**src/rtl/unary_pkg.sv**
```systemverilog
// Shared types for the binary-to-unary stream generator.
package unary_pkg;

  typedef enum logic {
    UNARY_MODE_THERMO,
    UNARY_MODE_SPREAD
  } unary_mode_t;

  typedef enum logic {
    GEN_IDLE,
    GEN_STREAM
  } gen_state_t;

endpackage

```
**src/rtl/unary_spread_acc.sv**
```systemverilog
// Bresenham accumulator: emits v ones evenly spread over INPUT_WIDTH steps.
module unary_spread_acc #(
  parameter int unsigned INPUT_WIDTH = 32,
  parameter int unsigned COUNT_WIDTH = $clog2(INPUT_WIDTH + 1)
) (
  input  logic                   clk,
  input  logic                   reset,
  input  logic                   clear,
  input  logic                   step,
  input  logic [COUNT_WIDTH-1:0] v,
  output logic                   spread_bit_c
);

  localparam int unsigned SUM_WIDTH = COUNT_WIDTH + 1;

  logic [COUNT_WIDTH-1:0] acc_q;
  logic [COUNT_WIDTH-1:0] acc_d;
  logic [SUM_WIDTH-1:0]   sum;
  logic [SUM_WIDTH-1:0]   wrapped;

  always_comb begin
    sum          = {1'b0, acc_q} + {1'b0, v};
    spread_bit_c = (sum >= SUM_WIDTH'(INPUT_WIDTH));
    wrapped      = spread_bit_c ? (sum - SUM_WIDTH'(INPUT_WIDTH)) : sum;
    acc_d        = acc_q;
    // clear wins so a back-to-back reload starts from zero
    if (clear) begin
      acc_d = '0;
    end else if (step) begin
      acc_d = wrapped[COUNT_WIDTH-1:0];
    end
  end

  always_ff @(posedge clk) begin
    if (!reset) begin
      acc_q <= '0;
    end else begin
      acc_q <= acc_d;
    end
  end

endmodule

```
**src/rtl/unary_stream_gen.sv**
```systemverilog
// Binary-to-unary source: accepts a magnitude, emits INPUT_WIDTH serial bits with that many ones.
module unary_stream_gen
  import unary_pkg::*;
#(
  parameter int unsigned INPUT_WIDTH = 32,
  parameter int unsigned COUNT_WIDTH = $clog2(INPUT_WIDTH + 1)
) (
  input  logic                   clk,
  input  logic                   reset,
  input  logic [COUNT_WIDTH-1:0] in_value,
  input  logic                   in_mode,
  input  logic                   in_valid,
  output logic                   in_ready,
  input  logic                   hold,
  output logic                   y,
  output logic                   valid,
  output logic                   last
);

  gen_state_t             state_q, state_d;
  unary_mode_t            mode_q, mode_d;
  logic [COUNT_WIDTH-1:0] cnt_q, cnt_d;
  logic [COUNT_WIDTH-1:0] v_q, v_d;
  logic                   y_q, y_d;
  logic                   valid_q, valid_d;
  logic                   last_q, last_d;

  logic                   final_bit;
  logic                   issue;
  logic                   acc_clear;
  logic                   spread_bit_c;
  logic [COUNT_WIDTH-1:0] in_value_sat;

  assign final_bit    = (cnt_q == COUNT_WIDTH'(INPUT_WIDTH - 1));
  assign in_value_sat = (in_value > COUNT_WIDTH'(INPUT_WIDTH)) ? COUNT_WIDTH'(INPUT_WIDTH) : in_value;

  unary_spread_acc #(
    .INPUT_WIDTH (INPUT_WIDTH),
    .COUNT_WIDTH (COUNT_WIDTH)
  ) u_spread_acc (
    .clk          (clk),
    .reset        (reset),
    .clear        (acc_clear),
    .step         (issue),
    .v            (v_q),
    .spread_bit_c (spread_bit_c)
  );

  always_comb begin
    state_d   = state_q;
    mode_d    = mode_q;
    cnt_d     = cnt_q;
    v_d       = v_q;
    y_d       = 1'b0;
    valid_d   = 1'b0;
    last_d    = 1'b0;
    in_ready  = 1'b0;
    issue     = 1'b0;
    acc_clear = 1'b0;

    case (state_q)
      GEN_IDLE: begin
        in_ready = 1'b1;
      end
      GEN_STREAM: begin
        if (!hold) begin
          issue   = 1'b1;
          valid_d = 1'b1;
          y_d     = (mode_q == UNARY_MODE_THERMO) ? (cnt_q < v_q) : spread_bit_c;
          last_d  = final_bit;
          cnt_d   = cnt_q + COUNT_WIDTH'(1);
          if (final_bit) begin
            in_ready = 1'b1;
            state_d  = GEN_IDLE;
          end
        end
      end
      default: state_d = GEN_IDLE;
    endcase

    // accepting on the final-bit cycle chains the next stream with no bubble
    if (in_valid && in_ready) begin
      v_d       = in_value_sat;
      mode_d    = unary_mode_t'(in_mode);
      cnt_d     = '0;
      acc_clear = 1'b1;
      state_d   = GEN_STREAM;
    end
  end

  always_ff @(posedge clk) begin
    if (!reset) begin
      state_q <= GEN_IDLE;
      mode_q  <= UNARY_MODE_THERMO;
      cnt_q   <= '0;
      v_q     <= '0;
      y_q     <= 1'b0;
      valid_q <= 1'b0;
      last_q  <= 1'b0;
    end else begin
      state_q <= state_d;
      mode_q  <= mode_d;
      cnt_q   <= cnt_d;
      v_q     <= v_d;
      y_q     <= y_d;
      valid_q <= valid_d;
      last_q  <= last_d;
    end
  end

  assign y     = y_q;
  assign valid = valid_q;
  assign last  = last_q;

endmodule

```
**config.mk**
```make
export PLATFORM = sky130hd
export DESIGN_NAME = unary_stream_gen
export DESIGN_NICKNAME = d
export VERILOG_FILES = /design/src/rtl/unary_pkg.sv /design/src/rtl/unary_spread_acc.sv /design/src/rtl/unary_stream_gen.sv
export SDC_FILE = /design/constraint.sdc
export NUM_CORES = 1
export LEC_CHECK = 0
export CAP_MARGIN = 5
export CORE_ASPECT_RATIO = 2
export CORE_MARGIN = 8
export CORE_UTILIZATION = 28
export CTS_CLUSTER_DIAMETER = 80
export CTS_CLUSTER_SIZE = 24
export DETAILED_ROUTE_END_ITERATION = 10
export PLACE_DENSITY_LB_ADDON = 0.3
export SLEW_MARGIN = 20
export SYNTH_ARGS = -nofsm -noshare
export SYNTH_HDL_FRONTEND = slang
export SYNTH_SLANG_ARGS = --single-unit
```
**constraint.sdc**
```tcl
create_clock -name clk -period 3.4 [get_ports clk]
set_input_delay 0.68 -clock clk [delete_from_list [all_inputs] [get_ports clk]]
set_output_delay 0.68 -clock clk [all_outputs]
set_load 0.005 [all_outputs]
```
==> Word level (Yosys, flattened, before mapping) <==
Index checks and enable logic that the tools add are counted.
{ "totals": {"elab_cells": 36, "register_bits": 23, "out_inout_bits": 4, "inputBits": 11} }
{ "classes": {"n_mux": 13, "magnitude_cmp": 3, "addsub": 3, "n_reduce_logical": 5, "bitwise_logic": 3, "n_eq_ne": 1} }
{ "op_table": {"columns": ["op", "n"], "rows": [
  ["$mux 6", 2],
  ["$mux 1", 10],
  ["$add 6x6->7", 1],
  ["$ge 7x6->1 const B", 1],
  ["$add 6x1->6 const B", 1],
  ["$eq 6x5->1 const B", 1],
  ["$gt 6x6->1 const B", 1],
  ["$lt 6x6->1", 1],
  ["$sub 6x6->6 const B", 1],
  ["$reduce_or 2->1", 2],
  ["$not 1->1", 3],
  ["$reduce_or 3->1", 1],
  ["$pmux 1 s2", 1],
  ["$reduce_and 2->1", 1],
  ["$logic_and 1x1->1", 1]
]} }

==> Longest topological paths before layout <==
Gate-level depths: netlist (run 1).
{ "depth": {"depth_word": 7, "depth_mapped": 7, "depth_no_buf": 7} }

==> Hierarchy <==
A second synthesis (run 1) with hierarchy kept.
{ "hier_totals": {"hier_cells": 146, "area_unflattened_um2": 1325.0} }
{ "by_module_without_submodules": {"columns": ["mod", "cells_per_inst", "n_inst", "area_per_inst_um2", "seq_area_each_um2"], "rows": [
  ["unary_stream_gen", 93, 1, 858.3, 340.3],
  ["unary_spread_acc", 53, 1, 466.7, 120.1]
]} }

==> Worst setup path before layout (run 1) <==
Ideal clock, no wire load.
{ "synth_path": {"kind": "input port to flip-flop", "from": "in hold", "to": "reg u_spread_acc.acc_q[5]", "arrival_time_ns": 1.597, "setup_ns": 0.116, "t_required_ns": 3.284, "path_buffers": 0, "slack_ns": 1.686, "cell_stages": 4, "path_cell_list": "or3b_4 -> o21ai_4 -> nor2b_2 -> a41o_1"} }
{ "synth_via": {"elab_chain_cells": 5, "elab_cells_between_ends": 7, "classes_between": "mux: 5; reduce/logical: 2"} }
{ "synth_lines": {"columns": ["item", "line", "text"], "rows": [
  ["start, declared", "unary_stream_gen.sv:14", "input logic hold,"],
  ["$mux 1", "unary_stream_gen.sv:66", "if (!hold) begin"],
  ["$pmux 1 s2", "unary_stream_gen.sv:61", "case (state_q)"],
  ["$logic_and 1x1->1", "unary_stream_gen.sv:82", "if (in_valid && in_ready) begin"],
  ["$mux 1", "unary_stream_gen.sv:82", null],
  ["$reduce_or 2->1 (no line)", null, null],
  ["end signal, assigned", "unary_spread_acc.sv:36", "acc_q <= '0;"],
  ["end signal, assigned", "unary_spread_acc.sv:38", "acc_q <= acc_d;"],
  ["end, declared", "unary_spread_acc.sv:16", "logic [COUNT_WIDTH-1:0] acc_q;"]
]} }
Parallel ways exist; a longest one is shown, timed or not.
A chain may end at the register's enable or synchronous reset.

==> Final worst setup path (run 1) <==
{ "layout_path": {"from": "in hold", "to": "out in_ready"} }
{ "layout_via": {"elab_chain_cells": 2} }
{ "layout_lines": {"columns": ["item", "line", "text"], "rows": [
  ["$mux 1", "unary_stream_gen.sv:66", null],
  ["$pmux 1 s2", "unary_stream_gen.sv:61", null],
  ["end, declared", "unary_stream_gen.sv:13", "output logic in_ready,"]
]} }
No other way between the ends.

==> results.cfg, run 1 <==
[synthesis]
syn_avg_cell_area_sq_um = 9.17
yosys_warnings = 0
synth_nets = 168
async_flop_share_pct = 0
post-synth-top-area-cell = dfxtp_1
netlist_instances = 144
synthFlopType = dfxtp_1
synth.area.top_cells = dfxtp_1 35%, ha_1 11%, nand2_1 3.1%
synth_edf_count = 0
syn_area_sq_um = 1320
synth-seq-cells = 23
ys_types = 42
yosysSeqAreaShare_pct = 34.9
post-synth-top-area-fraction_pct = 34.9

[detailed_routing]
wl_per_cell_microns = 14.3
drtIter0Drc = 16
first_pass_iters = 4
wirelength_mm = 3.10
drtAntennaViolNets = 0
vias = 1082
vias_per_cell = 4.99
drc = 0

[worst_hold_path]
hold_depth = 2
hold_class = register to register

[clock_network]
ctsResizeCount = 0
cts_buffers = 3
clkSinkCount = 23
clk_pin_slew_ns = 0.08
htree_levels = 1
cts_tree = yes
cts_max_path_buffers = 2
cts_hold_buf = 0
clk_latency_ns = 0.27
root_buffer = clkbuf_8
postCtsSetupBuffers = 0

[power_and_ir_drop]
ir_drop_mv = 0.232
power_density_nw_per_um2 = 333
total_leakage_power_nw = 0.655

[setup_path]
arrival_ns = 2.03
worst_r2r_path_depth = 5
worstSetupPathType = input pin to output port
crit_fanout = 5
cp-start-kind = input pin
cp-end-kind = output port
crit_required_ns = 2.72
r2r_slack_ns = 1.54

[timing]
finalSetupViolCount = 0
hold_viol = 0
fin_tns_setup_ns = 0
slew_headroom_pct = 66.6
skew_ns = 0.00602
fmax_ghz = 0.369
layout_min_cycle_time_ns = 2.71
rsz0062_at_grt = no
tightest_slew_ns = 0.498
finalMaxSlewViolations = 0
post-route-period-util_pct = 79.6
timing.hold.ws_ns = 0.462

[placed_design]
hpwl_mm = 2.50
placed_area_sq_um = 1530
gp_congestion = 0.810
io_buffers = 14

[floorplanning]
num_rows = 35
io_pins = 15
floorplan.die_area_sq_um = 7300
die_w_microns = 64.6
core_area_sq_um = 4550
die_h_microns = 113
start_util_pct = 29.0

[global_routing]
grt_pass1_vias = 1146
grt_pass1_wl_mm = 5.20
antenna_found_initial = 0
grt_max_degree = 14
gr-total-overflow = 0
track_usage_pct = 8.90

[layout]
diodes = 0
final_common_cell = dfxtp_1
drive_above_1_share_pct = 8.02
post-route-cell-area_sq_um = 1580
layout_common_cells = 23 x dfxtp_1, 14 x clkdlybuf4s50_1, 12 x ha_1
nets = 187
post-route-util_pct = 34.7
area_delta_synth_final_pct = 19.7

[run_status]
status = finished clean

[flow_run]
drv_cap = 0
## synthesized netlist by cell type, drive strengths merged (2+ instances only)
cell type and number:
inv 10, nand3 2, nand2 11, ha 12
o21ai 7, or3b 2, nor3 2, xor2 4
o31ai 2, nand4 3, nand3b 2, buf 2
a22o 3, a21o 4, nand2b 5, a211oi 3
nor2b 5, dfxtp 23, o211ai 3, a21oi 5
and3 2, o21a 3, and2 3, mux2i 4
nor2 10
## routing by layer
metal | up-vias | GRT usage, % | share of wire, %
met5 | - | 0 | 0
met4 | 0 | 7.33 | 5.6
met3 | 15 | 1.58 | 3.5
met2 | 30 | 15.5 | 53
met1 | 486 | 8.76 | 38
li1 | 551 | - | -
## worst max-delay path: stages
cell,delay [ns]
clkdlybuf4s50_1,0.47
o31ai_1,0.32
clkdlybuf4s50_1,0.56
## registers in the layout, indices dropped and copies added, names as in the netlist
signal              count
cnt_q                   6
last                    1
mode_q                  1
state_q                 1
u_spread_acc.acc_q      6
v_q                     6
valid                   1
y                       1
## layout make-up
class | instances | area (sq um)
inverters | 10 | 37.5
repair buffers | 16 | 155
multi-input cells | 109 | 812
flip-flops and latches | 23 | 460
clock inverters | 1 | 5.00
clock buffers | 3 | 41.3
well taps | 55 | 68.8
fillers | 481 | 2970
## kinds of logic after synthesis
group / after synthesis / share of synthesized area (%)
xor gates and xnor gates: 5 / 3.32
AOI/OAI and AO/OA: 35 / 19.1
adders and majority gates: 13 / 12.9
buffers and inverters: 12 / 3.60
and+or+nand+nor: 52 / 23.2
muxes: 4 / 3.03
DFF: 23 / 34.9
## power breakdown
group	internal [W]	total, W	switching (W)
logic	0.0000358	0.0000695	0.0000337
clock network	0.0000821	0.000174	0.0000922
registers	0.000276	0.000282	0.00000560
total	0.000394	0.000525	0.000131
## through the flow
stage	cells	setup slack [ns]	total power (W)
6_report	217	0.692	0.000525
5_1_grt	217	0.613	0.000548
4_1_cts	217	0.667	0.000531
3_5_place_dp	213	0.669	0.000358
3_3_place_gp	213	0.713	0.000356
2_1_floorplan	144	1.69	0.000327
## worst paths after layout
kind	start	endpoint
setup / recovery	hold	in_ready
hold / removal	u_spread_acc.acc_q[4]$_SDFFE_PP0P_	u_spread_acc.acc_q[4]$_SDFFE_PP0P_
setup reg to reg	u_spread_acc.acc_q[1]$_SDFFE_PP0P_	y$_SDFF_PP0_
hold reg to reg	u_spread_acc.acc_q[4]$_SDFFE_PP0P_	u_spread_acc.acc_q[4]$_SDFFE_PP0P_
Note: power is estimated with default switching activity, not from simulation.
==> inputs of run 2 (changes only) <==
clock period = 2.55 ns   (was 3.4 ns; I/O delays follow)
==> run 2 against run 1 <==
  * Register-to-register slack got worse by 0.85 ns
  * Sequential share of layout area barely moved
  * Combinational power rose by 34%
  * Global-route usage rose by 0.23 points
  * Clock power rose by 32%
==> results.cfg, run 2 (synthesis results as in run 1) <==
[run_status]
status = finished clean

[setup_path]
crit_chain = ha_1, nand4_4, o31ai_1, clkdlybuf4s50_1
cp-start-kind = register
crit_required_ns = 2.04
cp-end-kind = output port
arrival_ns = 1.92
crit_fanout = 4
slowest_delay_ns = 0.56
slowest_stage = clkdlybuf4s50_1
worstSetupPathType = register to output port

[global_routing]
grt_pass1_vias = 1189
grt_max_degree = 13
antenna_found_initial = 0
grt_pass1_wl_mm = 5.33
track_usage_pct = 9.14
gr-total-overflow = 0

[layout]
nets = 187
drive_above_1_share_pct = 7.41
diodes = 0
reg_top3 = cnt_q x6, u_spread_acc.acc_q x6, v_q x6
area_delta_synth_final_pct = 19.6
nFillCells = 468
final_common_cell = dfxtp_1
layout_common_cells = 23 x dfxtp_1, 14 x clkdlybuf4s50_1, 12 x ha_1

[detailed_routing]
wl_per_cell_microns = 14.6
wirelength_mm = 3.17
first_pass_iters = 4
vias = 1098
vias_per_cell = 5.06
drc = 0
drtAntennaViolNets = 0
drtIter0Drc = 15

[power_and_ir_drop]
ir_drop_mv = 0.277
total_leakage_power_nw = 0.653
total_power_w = 0.000699
power_density_nw_per_um2 = 443

[clock_network]
cts_hold_buf = 0
root_buffer = clkbuf_8
ctsResizeCount = 0
cts_buffers = 3
cts_max_path_buffers = 2
htree_levels = 1
cts_tree = yes
clk_latency_ns = 0.27
clk_pin_slew_ns = 0.08
postCtsSetupBuffers = 0
clkSinkCount = 23

[floorplanning]
core_area_sq_um = 4550
floorplan.die_area_sq_um = 7300
die_h_microns = 113
io_pins = 15
die_w_microns = 64.6
num_rows = 35
start_util_pct = 29.0

[worst_hold_path]
hold_class = register to register

[timing]
hold_viol = 0
rsz0062_at_grt = no
tightest_slew_ns = 0.520
post-route-period-util_pct = 95.5
slew_headroom_pct = 65.0
finalSetupViolCount = 0
fin_tns_setup_ns = 0
finalMaxSlewViolations = 0
layout_min_cycle_time_ns = 2.43
skew_ns = 0.00679
fmax_ghz = 0.411

[placed_design]
io_buffers = 14
gp_congestion = 0.816
hpwl_mm = 2.52

[flow_run]
drv_cap = 0
[run 2: cell count changes in the layout (fill, tap and decap cells not counted)]
| cell | before | now |
|---|---|---|
| clkinv_2 | 1 | 0 |
| clkbuf_1 | 0 | 1 |
[run 2: final timing paths]
| check | slack, ns | cells past startpoint | startpoint | to |
|---|---|---|---|---|
| worst min-delay path | 0.46 | 2 | u_spread_acc.acc_q[0]$_SDFFE_PP0P_ | u_spread_acc.acc_q[0]$_SDFFE_PP0P_ |
| worst min register to register | 0.46 | 2 | u_spread_acc.acc_q[0]$_SDFFE_PP0P_ | u_spread_acc.acc_q[0]$_SDFFE_PP0P_ |
| worst max-delay path | 0.12 | 4 | cnt_q[1]$_SDFFE_PP0P_ | in_ready |
| worst max register to register | 0.69 | 7 | v_q[0]$_SDFFE_PN0P_ | u_spread_acc.acc_q[5]$_SDFFE_PP0P_ |
[run 2: power breakdown]
group,switching [W],internal (W),total [W]
clock,0.000119,0.000112,0.000230
combinational,0.0000452,0.0000478,0.0000930
sequential,0.00000768,0.000368,0.000376
[run 2: per-stage QoR]
stage | hold slack (ns) | utilization, % | cells | setup WS [ns] | area (sq um)
6_report | 0.462 | 34.7 | 217 | 0.115 | 1580
5_1_grt | 0.485 | 34.7 | 217 | 0.0447 | 1580
4_1_cts | 0.467 | 34.7 | 217 | 0.108 | 1580
3_5_place_dp | 0.455 | 33.7 | 213 | 0.173 | 1530
3_3_place_gp | 0.449 | 33.7 | 213 | 0.208 | 1530
2_1_floorplan | 0.436 | - | 144 | 0.978 | 1320
[run 2: cell type report]
type	count	area (sq um)	share of cell area [%]
Multi-Input combinational cell	109	812	51.4
Inverter	10	37.5	2.38
Clock buffer	4	45.0	2.85
Tap cell	55	68.8	4.36
Timing Repair Buffer	16	155	9.83
Sequential cell	23	460	29.2
[run 2: critical path: cells and delay by family, from the launching register on]
family,cells,cell delay [ns]
AO/OA/AOI/OAI,1,0.28
adder cells (fa/ha/maj),1,0.27
buffers and inverters,1,0.56
flip-flops,1,0.39
AND/OR/NAND/NOR,1,0.16
[run 2: layer usage]
metal	part of all wire, %	routed length [microns]	vias to the layer above	global-route usage [%]
met1	38	1210	517	8.34
met5	0	0	-	0
met2	57	1810	19	18.2
met4	3.1	97	0	4.84
li1	-	-	553	-
met3	1.9	59	9	1.19
==> inputs of run 3 (changes only) <==
GPL_TIMING_DRIVEN = 0   (was default)
==> run 3 against run 2 <==
  * Power hardly changed
  * Clock power hardly changed
  * Clock-buffer cell count stayed put
  * Via count is 2.2% lower
  * Largest power group unchanged
  * Non-clock buffer count stayed put
  * Critical path depth stayed put
  * Register-to-register slack hardly changed
  * Sequential cell count stayed put
  * Routed wire length is 0.73% higher
  * Design area stayed put
==> results.cfg, run 3 (synthesis results as in run 1) <==
[floorplanning]
floorplan.die_area_sq_um = 7300
num_rows = 35
io_pins = 15
start_util_pct = 29.0
core_area_sq_um = 4550
die_w_microns = 64.6
die_h_microns = 113

[placed_design]
gp_congestion = 0.813
pre_cts_ws_ns = 0.168
io_buffers = 14
hpwl_mm = 2.56

[detailed_routing]
wirelength_mm = 3.19
wl_per_cell_microns = 14.7
drtIter0Drc = 13
drtAntennaViolNets = 0
drc = 0
vias_per_cell = 4.95
vias = 1074
first_pass_iters = 4

[clock_network]
clk_latency_ns = 0.26
postCtsSetupBuffers = 0
cts_buffers = 3
cts_tree = yes
clk_pin_slew_ns = 0.08
htree_levels = 1
clkSinkCount = 23
root_buffer = clkbuf_8
cts_max_path_buffers = 2

[timing]
worst_slack_ns = 0.170
fmax_ghz = 0.420
rsz0062_at_grt = no
post-route-period-util_pct = 93.3
hold_viol = 0
finalMaxSlewViolations = 0
fin_tns_setup_ns = 0
skew_ns = 0.00345
tightest_slew_ns = 0.472
slew_headroom_pct = 68.3
finalSetupViolCount = 0
layout_min_cycle_time_ns = 2.38

[power_and_ir_drop]
power_density_nw_per_um2 = 443
total_leakage_power_nw = 0.653
ir_drop_mv = 0.390

[setup_path]
arrival_ns = 1.87
cp-start-kind = register
cp-end-kind = output port
crit_fanout = 4
crit_chain = ha_1, nand4_4, o31ai_2, clkdlybuf4s50_1
worstSetupPathType = register to output port
crit_required_ns = 2.04
slowest_delay_ns = 0.55
slowest_stage = clkdlybuf4s50_1

[layout]
layout_common_cells = 23 x dfxtp_1, 14 x clkdlybuf4s50_1, 12 x ha_1
diodes = 0
reg_top3 = cnt_q x6, u_spread_acc.acc_q x6, v_q x6
area_delta_synth_final_pct = 19.6
nets = 187
drive_above_1_share_pct = 8.02
final_common_cell = dfxtp_1

[global_routing]
gr-total-overflow = 0
grt_max_degree = 13
grt_pass1_wl_mm = 5.42
grt_pass1_vias = 1175
antenna_found_initial = 0
track_usage_pct = 9.38

[run_status]
status = finished clean

[worst_hold_path]
hold_class = register to register

[flow_run]
drv_cap = 0
==> run 3: cell counts in the layout (fill, tap and decap cells not counted) <==
No cell type changed its count.
==> run 3: power breakdown <==
part	switching (W)	internal [W]
clock network	0.000118	0.000112
logic	0.0000458	0.0000472
registers	0.00000796	0.000368
==> run 3: path summary, 6_finish.rpt <==
path / startpoint / endpoint / slack [ns] / cells past startpoint
worst max register to register: v_q[0]$_SDFFE_PN0P_ / y$_SDFF_PP0_ / 0.69 / 7
worst max-delay path: cnt_q[1]$_SDFFE_PP0P_ / in_ready / 0.17 / 4
worst min-delay path: u_spread_acc.acc_q[4]$_SDFFE_PP0P_ / u_spread_acc.acc_q[4]$_SDFFE_PP0P_ / 0.47 / 2
worst min register to register: u_spread_acc.acc_q[4]$_SDFFE_PP0P_ / u_spread_acc.acc_q[4]$_SDFFE_PP0P_ / 0.47 / 2
==> run 3: what timing repair did <==
action | in CTS | in global routing
resized for setup | 0 | 1
hold buffers | 0 | 0
endpoints found under the setup margin | 0 | 1
hold endpoints to repair | 0 | 0
==> run 3: metal layers <==
layer	vias to the layer above	wire, microns	GRT usage, %
met1	506	1200	8.46
met3	4	73	1.38
met2	11	1840	18.5
met5	-	0	0
met4	0	81	5.28
li1	553	-	-
==> run 3: cell type report <==
| cell class | count | area, sq um |
|---|---|---|
| Inverter | 10 | 37.5 |
| Clock buffer | 4 | 45.0 |
| Tap cell | 55 | 68.8 |
| Fill cell | 492 | 2980 |
| Timing Repair Buffer | 14 | 140 |
| Multi-Input combinational cell | 109 | 817 |
| Buffer | 2 | 10.0 |
| Sequential cell | 23 | 460 |
==> run 3: worst max-delay path, delay by kind of cell, from the launching register on <==
kind / cells / cell delay, ns
buffers and inverters: 1 / 0.55
DFF: 1 / 0.38
adders and majority gates: 1 / 0.28
AOI/OAI and AO/OA: 1 / 0.23
and+or+nand+nor: 1 / 0.17
==> run 3: stage by stage <==
step / hold WS [ns] / util (%) / std cells / power (W) / area (sq um)
4_1_cts: 0.473 / 34.6 / 217 / 0.000703 / 1570
2_1_floorplan: 0.436 / - / 144 / 0.000436 / 1320
3_5_place_dp: 0.462 / 33.6 / 213 / 0.000477 / 1530
5_1_grt: 0.504 / 34.7 / 217 / 0.000723 / 1580
6_report: 0.467 / 34.7 / 217 / 0.000699 / 1580
3_3_place_gp: 0.449 / 33.6 / 213 / 0.000474 / 1530
==> RTL change: new RTL, config.mk and constraints of run 3 <==
`INPUT_WIDTH` is set to 32 in 2 places; all go to 16.
--- a/src/rtl/unary_spread_acc.sv
+++ b/src/rtl/unary_spread_acc.sv
@@ -1,5 +1,5 @@
 // Bresenham accumulator: emits v ones evenly spread over INPUT_WIDTH steps.
 module unary_spread_acc #(
-  parameter int unsigned INPUT_WIDTH = 32,
+  parameter int unsigned INPUT_WIDTH = 16,
   parameter int unsigned COUNT_WIDTH = $clog2(INPUT_WIDTH + 1)
 ) (
--- a/src/rtl/unary_stream_gen.sv
+++ b/src/rtl/unary_stream_gen.sv
@@ -3,5 +3,5 @@
   import unary_pkg::*;
 #(
-  parameter int unsigned INPUT_WIDTH = 32,
+  parameter int unsigned INPUT_WIDTH = 16,
   parameter int unsigned COUNT_WIDTH = $clog2(INPUT_WIDTH + 1)
 ) (
Ports: changed (resized in_value); port bits go from 15 to 14. The function was not compared with the original's and may differ.
==> RTL change against run 3 <==
  * Sequential cell count fell by 3
  * Critical path depth increased by 2
  * Synthesized area down 21%
  * Die area decreased by 17%
  * Core utilization increased by 1.3 points
  * Design area decreased by 18%
  * Total power decreased by 7.6%
  * Clock skew about the same
  * Via count is 22% lower
  * Worst setup slack got worse by 0.036 ns
  * Routed wire length down 28%
  * Register-to-register slack got worse by 0.21 ns
==> RTL change: results (changes against run 3) <==
[critical_path]
cpPeakStageDelay_ns = 0.53  ; -0.02 ns
reg2reg_to = u_spread_acc.acc_q[4]$_SDFFE_PP0P_
timing.rr.start = u_spread_acc.acc_q[0]$_SDFFE_PP0P_
cp-startpoint = cnt_q[0]$_SDFFE_PP0P_

[finish]
sh_seq_area_pct = 31.1  ; +1.9 points
synthToLayoutAreaGrowth_pct = 24.2
multi_input_area_share_pct = 47.1  ; -4.7 points
seq_cells = 20  ; -13%
nets = 156  ; -17%
stdcell_count = 182  ; -16%
reg.largest.list = cnt_q x5, u_spread_acc.acc_q x5, v_q x5
final_common_cell = nand2_1
drive_gt1_share_pct = 8.27  ; +0.25 points

[logic_synthesis]
synth-xor-area-share_pct = 4.19  ; +0.87 points
yosysSeqAreaShare_pct = 38.3  ; +3.4 points
synth_nets = 138  ; -18%
synth_area_leaders = dfxtp_1, ha_1, nand2_1, a21boi_0, a211oi_1
synth_area_per_cell_um2 = 9.01  ; -1.7%
synth-compound-area-share_pct = 19.2  ; +0.11 points

[route]
first_iter_violations = 16  ; +3

[pwr]
p_sw_uw = 151  ; -12%
p_clk_share_pct = 38.1  ; +5.2 points
intPower_uw = 495  ; -6.1%
pwr-share-comb_pct = 11.0  ; -2.3 points

[run_status]
status = finished clean

[die]
row_count = 31  ; -11%

[sta]
slew_headroom_pct = 68.6  ; +0.39 points
skew_ns = 0.00342  ; -0.0000290 ns
post-route-period-util_pct = 94.7  ; +1.4 points

[global_route]
grt_max_degree = 12  ; -1
grt_pass1_vias = 911  ; -22%
grt_pass1_wl_mm = 3.91  ; -28%

[clocking]
ctsResizeCount = 1  ; +1

[placed_design]
dp_slack_ns = 0.278  ; +0.110 ns
port_buffers = 13  ; -1

-- RTL change: cell count changes after synthesis, moves of 4 or more --
| cell | change |
|---|---|
| nand2_1 | +8 |
| a21boi_0 | +5 |
| mux2i_1 | -4 |
| o21ai_0 | -4 |
-- RTL change: per-layer routing --
layer  global-route usage [%]  wire [µm]  up-vias
met1                     7.19        849      394
met2                     16.9       1340        9
met3                     1.26         38        5
li1                         -          -      433
met5                        0          0        -
met4                     5.57         65        0
-- RTL change: cells by family after synthesis --
kind of cell	count (synthesis)
AND/OR/NAND/NOR	41
AO/OA/AOI/OAI	28
adder cells (fa/ha/maj)	12
buffers and inverters	10
XOR/XNOR	5
flip-flops	20
-- RTL change: critical path: cells and delay by family (launching register included) --
family	cells	cell delay (ns)
buffers and inverters	2	0.58
DFF	1	0.37
adders and majority gates	2	0.35
and+or+nand+nor	1	0.17
AOI/OAI and AO/OA	1	0.16
